[config.mk]
export PLATFORM = sky130hd
export DESIGN_NAME = lsu_rmw_flat
export DESIGN_NICKNAME = d
export VERILOG_FILES = /design/src/rtl/lsu_rmw_pkg.sv /design/src/rtl/lsu_rmw_if.sv /design/src/rtl/lsu_rmw_align.sv /design/src/rtl/lsu_rmw.sv /design/src/flat_wrapper.sv
export SDC_FILE = /design/constraint.sdc
export NUM_CORES = 1
export LEC_CHECK = 0
export CAP_MARGIN = 20
export CELL_PAD_IN_SITES_DETAIL_PLACEMENT = 0
export CELL_PAD_IN_SITES_GLOBAL_PLACEMENT = 1
export CORE_MARGIN = 3
export CORE_UTILIZATION = 52
export DETAILED_ROUTE_END_ITERATION = 16
export DONT_BUFFER_PORTS = 1
export PLACE_DENSITY = 0.9
export SYNTH_ARGS = -nofsm -noshare
export SYNTH_HDL_FRONTEND = slang
export SYNTH_SLANG_ARGS = --single-unit
[constraint.sdc]
create_clock -name clk -period 4.9 [get_ports clk]
set_input_delay 0.49 -clock clk [delete_from_list [all_inputs] [get_ports clk]]
set_output_delay 0.49 -clock clk [all_outputs]
set_load 0.02 [all_outputs]
[src/rtl/lsu_rmw_pkg.sv]
// Shared definitions for the load/store unit.
// funct3 codes, FSM state type and the alignment/legality helpers.
package lsu_pkg;

  localparam logic [2:0] F3_B  = 3'b000;
  localparam logic [2:0] F3_H  = 3'b001;
  localparam logic [2:0] F3_W  = 3'b010;
  localparam logic [2:0] F3_BU = 3'b100;
  localparam logic [2:0] F3_HU = 3'b101;

  typedef enum logic {
    IDLE,
    MERGE
  } lsu_state_t;

  function automatic logic is_misaligned(
    input logic [2:0] funct3,
    input logic [1:0] addr
  );
    logic m;
    m = 1'b0;
    case (funct3)
      F3_H, F3_HU: m = addr[0];
      F3_W:        m = |addr;
      default:     m = 1'b0;
    endcase
    return m;
  endfunction

  // Stores have no unsigned forms, so only B/H/W are legal for them.
  function automatic logic is_legal(
    input logic       we,
    input logic [2:0] funct3
  );
    logic l;
    l = 1'b0;
    case (funct3)
      F3_B, F3_H, F3_W: l = 1'b1;
      F3_BU, F3_HU:     l = !we;
      default:          l = 1'b0;
    endcase
    return l;
  endfunction

endpackage

[src/rtl/lsu_rmw_if.sv]
// Core-side request/response bundle of the load/store unit.
// master = core, slave = lsu.
interface lsu_rmw_if;

  logic        req_valid;
  logic        req_ready;
  logic        req_we;
  logic [2:0]  req_funct3;
  logic [31:0] req_addr;
  logic [31:0] req_wdata;
  logic        resp_valid;
  logic [31:0] resp_rdata;
  logic        resp_err;

  modport master (
    output req_valid, req_we, req_funct3,
    output req_addr, req_wdata,
    input  req_ready,
    input  resp_valid, resp_rdata, resp_err
  );

  modport slave (
    input  req_valid, req_we, req_funct3,
    input  req_addr, req_wdata,
    output req_ready,
    output resp_valid, resp_rdata, resp_err
  );

endinterface

[src/rtl/lsu_rmw_align.sv]
// Lane extraction for loads and lane merging for sub-word stores.
// Purely combinational.
module lsu_align
  import lsu_pkg::*;
(
  input  logic [31:0] word,
  input  logic [31:0] wdata,
  input  logic [1:0]  off,
  input  logic [2:0]  funct3,
  output logic [31:0] load_data,
  output logic [31:0] merge_word
);

  function automatic logic [31:0] load_extract(
    input logic [31:0] w,
    input logic [1:0]  a,
    input logic [2:0]  f3
  );
    logic [7:0]  b;
    logic [15:0] h;
    logic [31:0] r;
    b = w[{a, 3'b000} +: 8];
    h = a[1] ? w[31:16] : w[15:0];
    case (f3)
      F3_B:    r = {{24{b[7]}}, b};
      F3_BU:   r = {24'h0, b};
      F3_H:    r = {{16{h[15]}}, h};
      F3_HU:   r = {16'h0, h};
      default: r = w;
    endcase
    return r;
  endfunction

  function automatic logic [31:0] store_merge(
    input logic [31:0] old,
    input logic [31:0] wd,
    input logic [1:0]  a,
    input logic [2:0]  f3
  );
    logic [31:0] m;
    m = old;
    case (f3)
      F3_B: m[{a, 3'b000} +: 8] = wd[7:0];
      F3_H: begin
        if (a[1]) m[31:16] = wd[15:0];
        else      m[15:0]  = wd[15:0];
      end
      default: m = wd;
    endcase
    return m;
  endfunction

  assign load_data  = load_extract(word, off, funct3);
  assign merge_word = store_merge(word, wdata, off, funct3);

endmodule

[src/rtl/lsu_rmw.sv]
// Load/store unit in front of a word-only dmem.
// Sub-word stores take a read cycle plus a MERGE write cycle.
module lsu_rmw
  import lsu_pkg::*;
#(
  parameter int DMEM_ADDR_WIDTH = 10
) (
  input  logic                       clk,
  input  logic                       reset_n,
  lsu_rmw_if.slave                   bus,
  output logic [DMEM_ADDR_WIDTH-1:0] dmem_addr,
  output logic [31:0]                dmem_din,
  output logic                       dmem_read,
  output logic                       dmem_write,
  input  logic [31:0]                dmem_dout
);

  lsu_state_t                 state;
  logic [DMEM_ADDR_WIDTH-1:0] addr_q;
  logic [31:0]                merge_q;

  logic                       accept;
  logic                       err;
  logic                       ok;
  logic                       is_word;
  logic                       rmw;
  logic [DMEM_ADDR_WIDTH-1:0] word_idx;
  logic [31:0]                load_data;
  logic [31:0]                merge_word;

  // Upper address bits wrap into dmem.
  logic unused_addr_hi;
  assign unused_addr_hi =
    ^bus.req_addr[31:DMEM_ADDR_WIDTH+2];

  assign bus.req_ready = (state == IDLE);

  assign accept   = bus.req_valid & (state == IDLE);
  assign err      = !is_legal(bus.req_we, bus.req_funct3)
                  | is_misaligned(bus.req_funct3,
                                  bus.req_addr[1:0]);
  assign ok       = accept & !err;
  assign is_word  = (bus.req_funct3 == F3_W);
  assign rmw      = ok & bus.req_we & !is_word;
  assign word_idx = bus.req_addr[DMEM_ADDR_WIDTH+1:2];

  lsu_align u_align (
    .word       (dmem_dout),
    .wdata      (bus.req_wdata),
    .off        (bus.req_addr[1:0]),
    .funct3     (bus.req_funct3),
    .load_data  (load_data),
    .merge_word (merge_word)
  );

  always_comb begin
    dmem_read  = ok & (!bus.req_we | !is_word);
    dmem_write = ok & bus.req_we & is_word;
    dmem_addr  = word_idx;
    dmem_din   = bus.req_wdata;
    if (state == MERGE) begin
      dmem_read  = 1'b0;
      dmem_write = 1'b1;
      dmem_addr  = addr_q;
      dmem_din   = merge_q;
    end
  end

  // resp_valid for a sub-word store lands in the MERGE cycle itself.
  always_ff @(posedge clk or negedge reset_n) begin
    if (!reset_n) begin
      state          <= IDLE;
      addr_q         <= '0;
      merge_q        <= '0;
      bus.resp_valid <= 1'b0;
      bus.resp_rdata <= '0;
      bus.resp_err   <= 1'b0;
    end else begin
      bus.resp_valid <= accept;
      unique case (state)
        IDLE: begin
          if (accept) begin
            bus.resp_err   <= err;
            bus.resp_rdata <= (ok & !bus.req_we)
                            ? load_data : 32'h0;
          end
          if (rmw) begin
            state   <= MERGE;
            addr_q  <= word_idx;
            merge_q <= merge_word;
          end
        end
        MERGE: state <= IDLE;
      endcase
    end
  end

endmodule

[src/flat_wrapper.sv]
// flat-port wrapper written by rule: the top's interface ports become plain ports
module lsu_rmw_flat import lsu_pkg::*;
#(
  parameter int DMEM_ADDR_WIDTH = 10
)
  (clk, reset_n, dmem_addr, dmem_din, dmem_read, dmem_write, dmem_dout, bus_req_valid, bus_req_we, bus_req_funct3, bus_req_addr, bus_req_wdata, bus_req_ready, bus_resp_valid, bus_resp_rdata, bus_resp_err);
  lsu_rmw_if bus_i ();
  input  logic clk;
  input  logic reset_n;
  output logic [DMEM_ADDR_WIDTH-1:0] dmem_addr;
  output logic [31:0] dmem_din;
  output logic dmem_read;
  output logic dmem_write;
  input  logic [31:0] dmem_dout;
  input wire logic [$bits(bus_i.req_valid)-1:0] bus_req_valid;
  input wire logic [$bits(bus_i.req_we)-1:0] bus_req_we;
  input wire logic [$bits(bus_i.req_funct3)-1:0] bus_req_funct3;
  input wire logic [$bits(bus_i.req_addr)-1:0] bus_req_addr;
  input wire logic [$bits(bus_i.req_wdata)-1:0] bus_req_wdata;
  output wire logic [$bits(bus_i.req_ready)-1:0] bus_req_ready;
  output wire logic [$bits(bus_i.resp_valid)-1:0] bus_resp_valid;
  output wire logic [$bits(bus_i.resp_rdata)-1:0] bus_resp_rdata;
  output wire logic [$bits(bus_i.resp_err)-1:0] bus_resp_err;
  assign bus_i.req_valid = bus_req_valid;
  assign bus_i.req_we = bus_req_we;
  assign bus_i.req_funct3 = bus_req_funct3;
  assign bus_i.req_addr = bus_req_addr;
  assign bus_i.req_wdata = bus_req_wdata;
  assign bus_req_ready = bus_i.req_ready;
  assign bus_resp_valid = bus_i.resp_valid;
  assign bus_resp_rdata = bus_i.resp_rdata;
  assign bus_resp_err = bus_i.resp_err;
  lsu_rmw #(.DMEM_ADDR_WIDTH(DMEM_ADDR_WIDTH)) u_core (.clk(clk), .reset_n(reset_n), .bus(bus_i), .dmem_addr(dmem_addr), .dmem_din(dmem_din), .dmem_read(dmem_read), .dmem_write(dmem_write), .dmem_dout(dmem_dout));
endmodule
### Word-level counts from Yosys, hierarchy flattened

Cells that the tools add are included.
Widths: inputs -> output; s select.

* register bits after elaboration: 77
* bits of input ports: 103
* output and inout port bits: 79
* word-level logic and storage cells: 50

* $add $sub $neg: 1
* equal/unequal tests: 4
* shift operators: 3
* multiplexer cells: 15
* bitwise gates (word level): 10
* reductions and logical operators: 11

Operators with widths (number)
* $pmux 32 s4: 1
* $mux 32: 2
* $pmux 32 s2: 1
* $mux 16: 3
* $bwmux 32: 1
* $shift 8x7->32 const A: 1
* $shiftx 32x6->8: 1
* $shiftx 8x7->32: 1
* $mux 10: 1
* $and 1x1->1: 7
* $neg 5->7: 1
* $eq 3x3->1 const B: 2
* $pmux 1 s2: 3
* $reduce_or 2->1: 3
* $logic_not 1->1: 4
* $reduce_and 2->1: 2
* $eq 3x1->1 const B: 1
* $eq 3x2->1 const B: 1
* $logic_not 3->1: 1
* $mux 1: 3
* $reduce_or 3->1: 1
* $or 1x1->1: 2
* $not 1->1: 1

### Depth between registers and ports, before layout

Gate-level depths: netlist of run 1.

* word-level depth: 11
* depth in mapped cells: 9
* depth with buffers taken out: 6

### Hierarchy

Synthesis of run 1 repeated with hierarchy kept, for this count alone.

* cells, all modules: 545
* area, all modules: 5300.1 um^2

Modules (own cells, without submodules)
* lsu_rmw: times used 1, cells each 294, area an instance 3727.3 um^2
* lsu_align: times used 1, cells each 251, area an instance 1572.8 um^2

### Worst setup path before layout of run 1

OpenSTA, ideal clock, no wires.

* path kind: input-to-output
* start: input bus_req_addr[1]
* end: output dmem_read
* data arrival time: 1.942 ns
* path slack: 2.468 ns
* cell stages on the path: 7
* cells stage by stage: buf_2 -> buf_2 -> inv_1 -> ha_1 -> nor3b_2 -> o21ai_2 -> a21oi_1

* cells in the longest elaborated chain, start to end: 7

Ends and longest elaborated chain
* start, declared: RTL line flat_wrapper.sv:18 `input wire logic [$bits(bus_i.req_addr)-1:0] bus_req_addr;`
* $reduce_or 2->1: RTL line lsu_rmw_pkg.sv:24 `F3_W: m = |addr;`
* $pmux 1 s2: RTL line lsu_rmw_pkg.sv:22 `case (funct3)`
* $or 1x1->1: RTL line lsu_rmw.sv:40 `| is_misaligned(bus.req_funct3,`
* $logic_not 1->1: RTL line lsu_rmw.sv:42 `assign ok = accept & !err;`
* $and 1x1->1: RTL line lsu_rmw.sv:42
* $and 1x1->1: RTL line lsu_rmw.sv:57 `dmem_read = ok & (!bus.req_we | !is_word);`
* $mux 1: RTL line lsu_rmw.sv:61 `if (state == MERGE) begin`
* end, declared: RTL line flat_wrapper.sv:12 `output logic dmem_read;`

Every way passes these cells.

### Worst setup path after layout of run 1

* start: register u_core.state
* end: register u_core.merge_q[31]

* cells in the longest elaborated chain, start to end: 6

Ends and longest elaborated chain
* start, declared: RTL line lsu_rmw.sv:18 `lsu_state_t state;`
* start signal, assigned: RTL line lsu_rmw.sv:72 `state <= IDLE;`
* start signal, assigned: RTL line lsu_rmw.sv:88 `state <= MERGE;`
* start signal, assigned: RTL line lsu_rmw.sv:93 `MERGE: state <= IDLE;`
* $not 1->1 (no source line)
* via bus_req_ready: RTL line flat_wrapper.sv:20 `output wire logic [$bits(bus_i.req_ready)-1:0] bus_req_ready;`
* $and 1x1->1: RTL line lsu_rmw.sv:38 `assign accept = bus.req_valid & (state == IDLE);`
* via u_core.accept: RTL line lsu_rmw.sv:22 `logic accept;`
* $and 1x1->1: RTL line lsu_rmw.sv:42
* $and 1x1->1 (2 in a row): RTL line lsu_rmw.sv:44 `assign rmw = ok & bus.req_we & !is_word;`
* $reduce_and 2->1 (no source line)
* end signal, assigned: RTL line lsu_rmw.sv:90 `merge_q <= merge_word;`
* end, declared: RTL line lsu_rmw.sv:20 `logic [31:0] merge_q;`

The timed path passes the listed nets, and every way through them passes these cells.
A chain may end at the register's enable or synchronous reset.

==> results.yml, run 1 <==
timing:
  clock.fmax_ghz: 0.374
  hold_violations: 0
  tightest_slew_ns: 1.05
  rsz0062_at_grt: "no"
  fin_skew_ns: 0.00343
  fin_crit_sh_pct: 54.5
  post-route-min-period_ns: 2.67
  timing.slew.headroom_pct: 29.7
  final_max_slew_viol_count: 0
  setup_viol_count_final: 0
  tns_ns: 0
yosys:
  yosysWarnings: 0
  synth_cell_types: 55
  synth_flop_cell: "dfrtp_1"
  synth_edf_count: 0
  synth.avg_cell_area_um2: 10.4
  synth_top_area_cell: "dfrtp_1"
  synthCells: 461
  synth_most_common_cell: "dfrtp_1"
  synth_seq_area_share_pct: 40.1
  synth_common_cells: "77 x dfrtp_1, 47 x mux2_2, 43 x nand2_1, 38 x o21ai_1, 24 x o21ai_0"
  syn_area_mm2: 0.00480
  syn-num-nets: 569
  yosys-top-cells-area: "dfrtp_1 40%, mux2_2 11%, o21ai_1 4.0%"
  synthArstFlopShare_pct: 100
  synth.top_cell.area_share_pct: 40.1
  ys_ff_latch: 77
run:
  max-cap-violations: 0
global_routing:
  grt_antenna_before_repair: 0
  grt_overflow_total: 0
  grt_start_max_net_pins: 78
  grt_pass1_wl_um: 22000
  grt_util_all_layers_pct: 27.6
  grt_pass1_vias: 3961
clock_tree:
  cts.reportedPaths.clkPinSlew_ns: 0.09
  htree_levels: 3
  cts_hold_buf: 1
  cts_root_buf: "clkbuf_8"
  cts_tree: "done"
  cts_resized: 0
  cts_buffers: 9
  cts.sinks: 77
  postCtsSetupRepairBufs: 0
  insertion_delay_ns: 0.36
  cts_buffer_depth: 2
setup_path:
  r2r_start: "u_core.state$_DFF_PN0_"
  reg2regPathDepth: 7
  crit_path_start_kind: "flip-flop"
  worstPathRequired_ns: 5.14
  end_kind: "flip-flop"
  worstPathMaxFanout: 39
  reg2reg_to: "u_core.merge_q[31]$_DFFE_PN0P_"
  critPathLaunch: "u_core.state$_DFF_PN0_"
  rrSetupSlack_ns: 2.23
  cp.arrival_ns: 2.91
  crit_type: "reg2reg"
floorplanning:
  die_h_um: 102
  rows: 34
  die_w_um: 102
  start_util_pct: 54.2
  fp.dieArea_mm2: 0.0104
  core_area_mm2: 0.00885
  ios: 182
layout:
  multi_input_area_mm2: 0.00263
  num-nets-final: 546
  area_growth_pct: 4.48
  diodes: 0
  seq_area_mm2: 0.00193
  drive_gt1_share_pct: 20.1
  n_fill_cell: 784
  final_util_pct: 56.7
pwr:
  p_int_mw: 1.11
  p_switching_mw: 0.495
  swShare_pct: 30.8
  p_seq_share_pct: 49.7
  power_density_mw_per_mm2: 320
  p_leak_nw: 2.06
  pwr-share-comb_pct: 17.9
  peakVddDrop_mv: 0.184
  power_frac_clock_pct: 32.4
placement:
  hpwl_um: 10400
  io_buffers: 0
  routabilityCongestion: 0.908
hold_path:
  hold_class: "in2async"
route:
  drc: 0
  postRouteAntennaNets: 0
  drt_iter0_drc: 344
  routed_wl_um: 14400
  vias_per_cell: 7.17
  first_pass_iters: 6
  drt-wirelength-per-cell_um: 26.2
  vias: 3952
status:
  status: "finished clean"
## layout make-up
class,instances,share of cell area [%]
clock buffer,10,2.74
clock inverter,6,1.52
inverter,10,0.749
multi-input combinational,334,52.5
sequential,77,38.4
tap,108,2.69
timing repair buffer,6,1.32
## critical path: stages, from the launching register on
cell and delay [ns]:
dfrtp_2 0.49, inv_2 0.16, nand2_4 0.24, clkinv_1 0.23, nand3_2 0.64, buf_4 0.50, a21oi_1 0.18, a2bb2oi_1 0.09
## stage by stage
stage          instance area [µm²]  total power, mW  setup slack (ns)  cells  hold WS [ns]
4_1_cts                       5000             1.61              2.21    549        0.0290
5_1_grt                       5010             1.68              1.95    551        0.0297
3_5_place_dp                  4760             1.08              2.21    532         0.196
3_3_place_gp                  4760             1.07              2.31    532         0.197
2_1_floorplan                 4800             1.04              2.47    461         0.194
6_report                      5010             1.61              2.23    551        0.0203
## per-layer routing
layer / global-route usage (%) / routed length (µm) / up-vias
met1: 34.8 / 5350 / 1934
met3: 9.62 / 1980 / 31
met5: 0 / 0 / -
met4: 10.7 / 366 / 0
met2: 43.7 / 6720 / 251
li1: - / - / 1736
## cells by family (layout without fill, tap and decap cells)
group | after synthesis | in the layout | share of synthesized area, %
multiplexers | 68 | 68 | 16.0
AO/OA/AOI/OAI | 185 | 185 | 28.3
flip-flops | 77 | 77 | 40.1
AND/OR/NAND/NOR | 76 | 76 | 8.94
buffers and inverters | 50 | 32 | 5.40
adder cells (fa/ha/maj) | 5 | 5 | 1.30
## sequential cells by signal, summed over array words and instances (netlist names)
| name | cells |
|---|---|
| u_core.bus.resp_rdata | 32 |
| u_core.merge_q | 32 |
| u_core.addr_q | 10 |
| u_core.bus.resp_err | 1 |
| u_core.bus.resp_valid | 1 |
| u_core.state | 1 |
## worst max-delay path by stage
stage                                      to  slack, ns  cells past startpoint
2_1_floorplan                       dmem_read       2.47                      7
6_report       u_core.merge_q[31]$_DFFE_PN0P_       2.23                      7
3_5_place_dp   u_core.merge_q[31]$_DFFE_PN0P_       2.21                      7
3_3_place_gp   u_core.merge_q[31]$_DFFE_PN0P_       2.31                      7
4_1_cts        u_core.merge_q[31]$_DFFE_PN0P_       2.21                      7
5_1_grt        u_core.merge_q[31]$_DFFE_PN0P_       1.95                      7
## power by group through the flow
stage / Sequential [mW] / Combinational (mW) / Clock, mW
2_1_floorplan: 0.792 / 0.249 / 0
3_3_place_gp: 0.806 / 0.263 / 0
3_5_place_dp: 0.811 / 0.272 / 0
4_1_cts: 0.799 / 0.288 / 0.528
5_1_grt: 0.809 / 0.317 / 0.556
6_report: 0.799 / 0.287 / 0.521
## cells in the final DEF, fill, tap and decap left out, types with 8 or more instances in the layout
master     instances
dfrtp_1           76
a22oi_1            8
mux2_1            11
a222oi_1           8
o21ai_1           38
mux2i_1            9
clkbuf_8          10
o21ai_0           24
a21oi_1           11
a22o_1            18
nor2_1             9
mux2_2            47
nand2_1           43
a221oi_1          16
a221o_1           16
a2bb2oi_1          8
o21a_1            16
(Power assumes the default switching activity.)
==> inputs of run 2 (changes only) <==
CORE_UTILIZATION = 48   (was 52)
PLACE_DENSITY = 0.84   (was 0.9)
clock period = 2.58 ns   (was 4.9 ns; I/O delays follow)
==> run 2 against run 1 <==
  * Non-clock buffer count increased by 8
  * Wire length rose by 2.3%
  * First-iteration DRC count grew 6.7%
  * Clock power grew 73%
  * Via count grew 0.96%
  * Combinational power up 94%
  * Largest power group unchanged
  * Clock skew is 0.0056 ns higher
==> results.yml, run 2 (same netlist as run 1, synthesis figures left out) <==
pwr:
  total_power_mw: 2.98
  p_leak_nw: 2.08
  peakVddDrop_mv: 0.323
  power_density_mw_per_mm2: 586
layout:
  final_common_cell: "dfrtp_1"
  final_util_pct: 53.7
  final_cell_mix: "76 x dfrtp_1, 47 x mux2_2, 43 x nand2_1"
  n_fill_cell: 900
  diodes: 0
  stdcell_count: 580
  multi_input_area_mm2: 0.00263
  area_growth_pct: 5.92
  drive_gt1_share_pct: 21.1
  reg_top3: "u_core.bus.resp_rdata (32), u_core.merge_q (32), u_core.addr_q (10)"
  seq_area_mm2: 0.00193
  final_area_mm2: 0.00508
  num-nets-final: 554
floorplanning:
  core_area_mm2: 0.00946
  ios: 182
  rows: 35
  die_w_um: 106
  start_util_pct: 50.7
  die_h_um: 106
  fp.dieArea_mm2: 0.0112
timing:
  fin_crit_sh_pct: 77.5
  tightest_slew_ns: 1.00
  worst_slack_ns: 0.581
  setup_viol_count_final: 0
  fin_hold_ws_ns: 0.0162
  final_max_slew_viol_count: 0
  timing.slew.headroom_pct: 33.3
  post-route-min-period_ns: 2.00
  fin_skew_ns: 0.00908
  hold_violations: 0
  clock.fmax_ghz: 0.500
  rsz0062_at_grt: "no"
  tns_ns: 0
setup_path:
  cpPeakStageDelay_ns: 0.48
  crit_path_start_kind: "flip-flop"
  reg2regPathDepth: 7
  path_cells: "buf_4, mux2_2"
  critPathLaunch: "u_core.state$_DFF_PN0_"
  worstPathRequired_ns: 2.32
  rrSetupSlack_ns: 0.65
  r2r_start: "u_core.state$_DFF_PN0_"
  worstPathMaxFanout: 42
  reg2reg_to: "u_core.merge_q[29]$_DFFE_PN0P_"
  cp_num_cells: 2
  end_kind: "output port"
  cp.arrival_ns: 1.74
  crit_type: "reg2out"
  crit_buf_inv: 1
  worstSetupEndpoint: "dmem_din[10]"
  cp_slowest_cell: "mux2_2"
  crit_family: "multiplexers"
clock_tree:
  cts_root_buf: "clkbuf_8"
  cts_tree: "done"
  cts.reportedPaths.clkPinSlew_ns: 0.09
  cts_buffers: 9
  htree_levels: 3
  cts_buffer_depth: 2
  postCtsSetupRepairBufs: 0
  insertion_delay_ns: 0.37
  cts.sinks: 77
route:
  drc: 0
  routed_wl_um: 14800
  drt-wirelength-per-cell_um: 25.4
  vias: 3990
  postRouteAntennaNets: 0
  first_pass_iters: 7
  vias_per_cell: 6.88
  drt_iter0_drc: 367
run:
  max-cap-violations: 0
placement:
  io_buffers: 0
  dpl.cell_count: 561
  hpwl_um: 10800
  routabilityCongestion: 0.918
  dp_slack_ns: 0.592
  placedInstanceArea_mm2: 0.00484
global_routing:
  grt_util_all_layers_pct: 26.1
  grt_overflow_total: 0
  grt_start_max_net_pins: 78
  grt_pass1_vias: 3845
  grt_antenna_before_repair: 0
  grt_pass1_wl_um: 22600
status:
  status: "finished clean"
hold_path:
  hold_class: "in2reg"
[run 2: power by group]
group / switching [mW] / leakage, nW / total [mW] / internal [mW]
Combinational: 0.307 / 0.997 / 0.556 / 0.249
Sequential: 0.146 / 0.991 / 1.52 / 1.37
Clock: 0.530 / 0.0911 / 0.902 / 0.372
[run 2: repair_timing]
item                                   CTS  global route
endpoints found under the hold margin   77             1
gates resized for setup                  0             0
setup endpoints to repair                0             0
hold buffers                             2             1
[run 2: worst min path at each step]
stage	endpoint	cells past startpoint	start	slack (ns)
floorplan	u_core.addr_q[0]$_DFFE_PN0P_	0	reset_n	-0.04
global placement	u_core.bus.resp_rdata[30]$_DFFE_PN0P_	0	reset_n	-0.03
detailed placement	u_core.bus.resp_rdata[30]$_DFFE_PN0P_	0	reset_n	-0.04
CTS	u_core.addr_q[7]$_DFFE_PN0P_	1	bus_req_addr[9]	0.004
global route	u_core.addr_q[9]$_DFFE_PN0P_	1	bus_req_addr[11]	0.007
finish	u_core.addr_q[8]$_DFFE_PN0P_	1	bus_req_addr[10]	0.02
[run 2: worst reg2reg max path: cells and delay by family (launching register included)]
kind            cells  cell delay [ns]
flops               1             0.42
compound gates      1             0.19
buf+inv             4             1.02
simple gates        2             0.18
[run 2: routing by layer]
layer  vias to the layer above  global-route usage [%]  wire (µm)
met4                         0                    9.16        395
met1                      1967                    33.6       5980
met3                        32                    10.4       1700
li1                       1756                       -          -
met5                         -                       0          0
met2                       235                    39.8       6670
[run 2: area by class of cell]
| type | count | share of cell area [%] |
|---|---|---|
| clock buffer | 9 | 2.44 |
| clock inverter | 7 | 1.35 |
| inverter | 10 | 0.738 |
| multi-input combinational | 334 | 51.8 |
| sequential | 77 | 37.9 |
| tap | 129 | 3.17 |
| timing repair buffer | 14 | 2.56 |
